**src/rtl/qci_table_writer.sv**
```systemverilog
`default_nettype none
// ============================================================================
// Module      : qci_table_writer
// Description : Decodes Qci configuration frames from AXI-Stream into 95-bit
//               stream-table entries and drives the table write port (A).
// Revision    : 1.0 - initial release
// ============================================================================
module qci_table_writer #(
    parameter logic [15:0] MAGIC  = 16'hC0F1,
    parameter int          ADDR_W = 7
) (
    input  logic              clk,
    input  logic              rst,
    input  logic [63:0]       cfg_axis_tdata,
    input  logic [7:0]        cfg_axis_tkeep,
    input  logic              cfg_axis_tlast,
    input  logic              cfg_axis_tvalid,
    output logic              cfg_axis_tready,
    output logic              tbl_ena,
    output logic              tbl_wea,
    output logic [ADDR_W-1:0] tbl_addra,
    output logic [94:0]       tbl_dina,
    output logic              cfg_done,
    output logic              cfg_err,
    output logic [15:0]       entries_written,
    output logic [7:0]        err_count
);

    localparam int c_SUM_W = ((ADDR_W > 8) ? ADDR_W : 8) + 1;
    localparam logic [c_SUM_W-1:0] c_DEPTH = c_SUM_W'(1) << ADDR_W;

    typedef enum logic [1:0] {
        S_IDLE = 2'd0,
        S_LO   = 2'd1,
        S_HI   = 2'd2,
        S_DROP = 2'd3
    } state_t;

    state_t              r_state;
    logic                r_tready;
    logic                r_ena;
    logic                r_wea;
    logic [ADDR_W-1:0]   r_addra;
    logic [94:0]         r_dina;
    logic                r_done;
    logic                r_err;
    logic [15:0]         r_entries;
    logic [7:0]          r_err_count;
    logic [ADDR_W-1:0]   r_addr;
    logic [7:0]          r_remaining;
    logic [63:0]         r_lo;
    logic                r_drop_err;

    logic                w_beat;
    logic [c_SUM_W-1:0]  w_hdr_sum;
    logic                w_hdr_ok;
    logic [7:0]          w_rem_dec;
    logic                w_lo_bad;
    logic                w_hi_bad;

    assign w_beat    = cfg_axis_tvalid & r_tready;
    assign w_hdr_sum = c_SUM_W'(cfg_axis_tdata[16 +: ADDR_W]) + c_SUM_W'(cfg_axis_tdata[31:24]);
    // The range check uses a widened sum so base+N past the table end cannot wrap.
    assign w_hdr_ok  = (cfg_axis_tdata[15:0] == MAGIC) &&
                       (cfg_axis_tdata[31:24] != 8'd0) &&
                       (w_hdr_sum <= c_DEPTH) &&
                       (cfg_axis_tkeep == 8'hFF) &&
                       !cfg_axis_tlast;
    assign w_rem_dec = r_remaining - 8'd1;
    assign w_lo_bad  = (cfg_axis_tkeep != 8'hFF) || cfg_axis_tlast;
    assign w_hi_bad  = (cfg_axis_tkeep[3:0] != 4'hF);

    always_ff @(posedge clk or negedge rst) begin
        if (!rst) begin
            r_state     <= S_IDLE;
            r_tready    <= 1'b0;
            r_ena       <= 1'b0;
            r_wea       <= 1'b0;
            r_addra     <= '0;
            r_dina      <= '0;
            r_done      <= 1'b0;
            r_err       <= 1'b0;
            r_entries   <= '0;
            r_addr      <= '0;
            r_remaining <= '0;
            r_lo        <= '0;
            r_drop_err  <= 1'b0;
        end else begin
            r_tready <= 1'b1;
            r_ena    <= 1'b0;
            r_wea    <= 1'b0;
            r_done   <= 1'b0;
            r_err    <= 1'b0;
            if (w_beat) begin
                case (r_state)
                    S_IDLE: begin
                        r_drop_err <= 1'b0;
                        if (w_hdr_ok) begin
                            r_addr      <= cfg_axis_tdata[16 +: ADDR_W];
                            r_remaining <= cfg_axis_tdata[31:24];
                            r_state     <= S_LO;
                        end else begin
                            r_err   <= 1'b1;
                            r_state <= cfg_axis_tlast ? S_IDLE : S_DROP;
                        end
                    end
                    S_LO: begin
                        if (w_lo_bad) begin
                            r_err      <= 1'b1;
                            r_drop_err <= 1'b0;
                            r_state    <= cfg_axis_tlast ? S_IDLE : S_DROP;
                        end else begin
                            r_lo    <= cfg_axis_tdata;
                            r_state <= S_HI;
                        end
                    end
                    S_HI: begin
                        if (w_hi_bad) begin
                            r_err      <= 1'b1;
                            r_drop_err <= 1'b0;
                            r_state    <= cfg_axis_tlast ? S_IDLE : S_DROP;
                        end else begin
                            r_ena       <= 1'b1;
                            r_wea       <= 1'b1;
                            r_addra     <= r_addr;
                            r_dina      <= {cfg_axis_tdata[30:0], r_lo};
                            r_addr      <= r_addr + ADDR_W'(1);
                            r_remaining <= w_rem_dec;
                            if (r_entries != 16'hFFFF) begin
                                r_entries <= r_entries + 16'd1;
                            end
                            if (w_rem_dec == 8'd0) begin
                                if (cfg_axis_tlast) begin
                                    r_done  <= 1'b1;
                                    r_state <= S_IDLE;
                                end else begin
                                    // Surplus beats: the error is reported once the frame ends.
                                    r_drop_err <= 1'b1;
                                    r_state    <= S_DROP;
                                end
                            end else if (cfg_axis_tlast) begin
                                r_err   <= 1'b1;
                                r_state <= S_IDLE;
                            end else begin
                                r_state <= S_LO;
                            end
                        end
                    end
                    S_DROP: begin
                        if (cfg_axis_tlast) begin
                            r_err      <= r_drop_err;
                            r_drop_err <= 1'b0;
                            r_state    <= S_IDLE;
                        end
                    end
                    default: r_state <= S_IDLE;
                endcase
            end
        end
    end

    always_ff @(posedge clk or negedge rst) begin
        if (!rst) begin
            r_err_count <= '0;
        end else if (r_err && (r_err_count != 8'hFF)) begin
            r_err_count <= r_err_count + 8'd1;
        end
    end

    assign cfg_axis_tready = r_tready;
    assign tbl_ena         = r_ena;
    assign tbl_wea         = r_wea;
    assign tbl_addra       = r_addra;
    assign tbl_dina        = r_dina;
    assign cfg_done        = r_done;
    assign cfg_err         = r_err;
    assign entries_written = r_entries;
    assign err_count       = r_err_count;

endmodule
`default_nettype wire
```
**config.mk**
```make
export PLATFORM = sky130hd
export DESIGN_NAME = qci_table_writer
export DESIGN_NICKNAME = d
export VERILOG_FILES = /design/src/rtl/qci_table_writer.sv
export SDC_FILE = /design/constraint.sdc
export NUM_CORES = 1
export LEC_CHECK = 0
export ABC_AREA = 1
export BUFFER_PORTS_ARGS = -buffer_cell sky130_fd_sc_hd__buf_2
export CORE_UTILIZATION = 49
export CTS_BUF_LIST = sky130_fd_sc_hd__clkbuf_4 sky130_fd_sc_hd__clkbuf_8 sky130_fd_sc_hd__clkbuf_16
export DETAILED_ROUTE_END_ITERATION = 8
export GPL_TIMING_DRIVEN = 1
export HOLD_SLACK_MARGIN = 0.03
export PLACE_DENSITY = 0.84
export SLEW_MARGIN = 20
export SYNTH_ARGS = -nofsm -noshare
export SYNTH_HDL_FRONTEND = slang
export SYNTH_SLANG_ARGS = --single-unit
```
**constraint.sdc**
```tcl
create_clock -name clk -period 1.8 [get_ports clk]
set_clock_uncertainty 0.05 [all_clocks]
set_input_delay 0.18 -clock clk [delete_from_list [all_inputs] [get_ports clk]]
set_output_delay 0.18 -clock clk [all_outputs]
set_load 0.01 [all_outputs]
```
==> flow_metrics.py <==
metrics = {
    "logic_synthesis": {
        "yosysMostFrequentCell": "nand2_1",
        "synth_edf_count": 0,
        "yosysTopAreaCellShare_pct": 57.7,
        "synthTopCellsByCount": "390 x nand2_1, 212 x dfrtp_1, 78 x o21ai_0",
        "synth_top_area_cell": "dfrtp_1",
        "syn_nets": 1104,
        "netlist_area_um2": 9190,
        "yosysWarnings": 0,
        "synth_cells": 1015,
        "postSynth.asyncResetShare_pct": 100,
        "synth.area.top_cells": "dfrtp_1 58%, nand2_1 16%, o21ai_0 4.2%, mux2_2 3.9%, inv_1 2.8%",
        "yosysSeqAreaShare_pct": 57.7,
        "synth_flop_cell": "dfrtp_1",
        "synth_cell_type_count": 38,
        "ys_seq_elements": 212,
        "synth_area_per_cell_um2": 9.06,
    },
    "clock_tree": {
        "cts.sinks": 212,
        "clk_pin_slew_ps": 60,
        "clockBufferDepth": 3,
        "h-tree-depth": 1,
        "clk-insertion-delay-late_ps": 510,
        "cts_tree": "built",
        "cts_root_buf": "clkbuf_16",
        "numCtsBuffers": 22,
    },
    "pwr": {
        "vdd_drop_max_v": 0.000785,
        "leakagePower_nw": 6.79,
        "p_per_area_nw_per_um2": 995,
    },
    "worst_setup_path": {
        "rr_worst_depth": 13,
        "path_class": "reg2reg",
        "startpoint_type": "flip-flop",
        "crit_buf_inv": 3,
        "end_kind": "flip-flop",
        "cp.arrival_ps": 2140,
        "critical_path.most_common_cell": "nand2_1",
        "cp_max_fo": 3,
        "crit_path_top_delay_cell": "dfrtp_1",
        "max_stage_delay_ps": 410,
        "cp.required_ps": 2170,
        "cp_cell_sequence": "inv_2 -> ha_4 -> inv_2 -> nor2_4 -> nand3_2 -> nand2_1 -> nand2_1 -> nor2_1 -> nand3_1 -> buf_6 -> a31oi_2 -> nand2_1 -> o21ai_1",
        "crit_cells": 13,
        "crit_family": "simple AND/OR/NAND/NOR gates",
    },
    "sta": {
        "maxSlewHeadroom_pct": 65.9,
        "period_share_pct": 98.4,
        "finalHoldViolCount": 0,
        "slew_viol_final": 0,
        "grt_setup_unrepaired": "true",
        "max_freq_ghz": 0.565,
        "tightest_slew_ps": 511,
        "finalSetupViolations": 0,
        "min_period_ps": 1770,
    },
    "global_route": {
        "gr-usage-all-layers_pct": 25.1,
        "grt_pass1_wl_um": 39500,
        "grt_max_degree": 59,
        "grt_pass1_vias": 8015,
        "grt_overflow": 0,
        "antenna_found_initial": 1,
    },
    "final_layout": {
        "n_antenna_cell": 0,
        "final_cell_count_no_fill": 1558,
        "nNetsFinal": 1405,
        "post-route-util_pct": 67.5,
        "drive_gt1_share_pct": 28.1,
        "syn2layout_area_growth_pct": 33.2,
    },
    "floorplan": {
        "dieHeight_um": 139,
        "start_util_pct": 50.7,
        "die_area_um2": 19300,
        "dieWidth_um": 139,
        "rows": 49,
        "core_um2": 18100,
        "io_pins": 207,
    },
    "min_path": {
        "min_path_type": "in2reg",
        "whs_path_depth": 5,
    },
    "place": {
        "gp_congestion": 0.858,
        "dp_cells": 1462,
        "portBuffers": 206,
        "hpwlAfterDp_um": 16000,
    },
    "routing": {
        "routedWlPerCell_um": 15.4,
        "num_vias": 7979,
        "antenna_left": 0,
        "drt_iter0_drc": 458,
        "drc": 17,
        "routed_via_density": 5.12,
        "detail_route.first_pass.iterations": 7,
        "drt-total-wl_um": 24000,
    },
    "flow_run": {
        "drv_cap": 0,
    },
    "status": {
        "failed_checks": "DRC",
        "run_status": "finished, violations left",
    },
}
[stage by stage]
step	area [um^2]	TNS, ps	hold WS [ps]	total power, W	worst slack (ps)
final	12200	0	47.7	0.0122	28.6
after global routing	12200	-445	46.7	0.0128	-141
after CTS	12100	-36.1	32.7	0.0121	-19.5
after detailed placement	10900	-5880	120	0.00752	-363
after global placement	10900	-5250	121	0.00745	-331
after floorplan	9210	-1990	-166	0.00657	-167
[power breakdown]
part	switching, W	total (W)	internal, W	leakage, nW
clock network	0.00186	0.00444	0.00258	0.351
registers	0.000324	0.00544	0.00512	2.88
logic	0.00126	0.00230	0.00104	3.56
total	0.00344	0.0122	0.00874	6.79
[final cells by class]
cell class / count / area [um^2]
tap: 229 / 287
clock inverter: 7 / 85.1
timing repair buffer: 318 / 2140
inverter: 71 / 272
clock buffer: 30 / 623
sequential: 212 / 5310
multi-input combinational: 691 / 3540
fill: 1360 / 5900
[kinds of logic after synthesis]
| kind of cell | share of synthesized area (%) |
|---|---|
| AND/OR/NAND/NOR | 23.1 |
| flip-flops | 57.7 |
| buffers and inverters | 5.01 |
| AO/OA/AOI/OAI | 5.76 |
| multiplexers | 3.92 |
| XOR/XNOR | 2.57 |
| adder cells (fa/ha/maj) | 1.85 |
| other | 0.0408 |
[cells in the final DEF (no fill, tap or decap), drive strengths merged]
| cell | count |
|---|---|
| clkbuf | 31 |
| clkinvlp | 1 |
| dlygate4sd3 | 53 |
| or2 | 3 |
| nand3b | 2 |
| conb | 1 |
| o21a | 1 |
| a21oi | 15 |
| fa | 1 |
| nand2 | 395 |
| nor3b | 1 |
| and2 | 1 |
| buf | 264 |
| mux2 | 32 |
| nor2 | 43 |
| clkinv | 5 |
| dfrtp | 212 |
| xnor2 | 11 |
| inv | 71 |
| nand3 | 43 |
| a31oi | 3 |
| o31ai | 1 |
| o21ai | 84 |
| nor3 | 9 |
| nand4 | 13 |
| xor2 | 16 |
| bufinv | 1 |
| ha | 12 |
| nor4 | 4 |
[repair_timing]
item / in CTS / in global routing
hold buffers: 53 / 0
setup endpoints to repair: 5 / 33
endpoints found under the hold margin: 278 / 0
pin swaps: 1 / 10
gates cloned: 0 / 1
setup buffers: 0 / 5
gates resized for setup: 6 / 23
[sequential cells by signal, summed over array words and instances, names as in the netlist]
| register | cells |
|---|---|
| entries_written | 16 |
| cfg_done | 1 |
| tbl_wea | 1 |
| r_drop_err | 1 |
| r_remaining | 8 |
| r_state | 2 |
| r_lo | 64 |
| r_addr | 7 |
| cfg_err | 1 |
| tbl_dina | 95 |
| cfg_axis_tready | 1 |
| tbl_addra | 7 |
| err_count | 8 |
[per-layer routing]
metal	wire length, um	track usage, %	vias up
met5	0	0	-
met4	620	7.78	0
met3	1440	3.76	59
met2	12200	44.9	257
met1	9780	31.4	3827
li1	-	-	3836
[path summary, 6_finish.rpt]
path / from / endpoint / slack, ps
setup reg to reg: r_remaining[1] / r_state[1] / 30
hold / removal: cfg_axis_tdata[31] / r_remaining[7] / 50
setup / recovery: r_remaining[1] / r_state[1] / 30
max in group asynchronous: rst / r_lo[31] / 880
min in group asynchronous: rst / entries_written[7] / 140
hold reg to reg: tbl_addra[6] / tbl_addra[6] / 410
[worst register-to-register path: cells and delay by family (launching register included)]
kind | cells | cell delay, ps
compound gates | 2 | 190
fa+ha+maj | 1 | 150
buf+inv | 3 | 290
flops | 1 | 410
simple gates | 7 | 580
No activity file was read; power rests on OpenSTA's default activity.
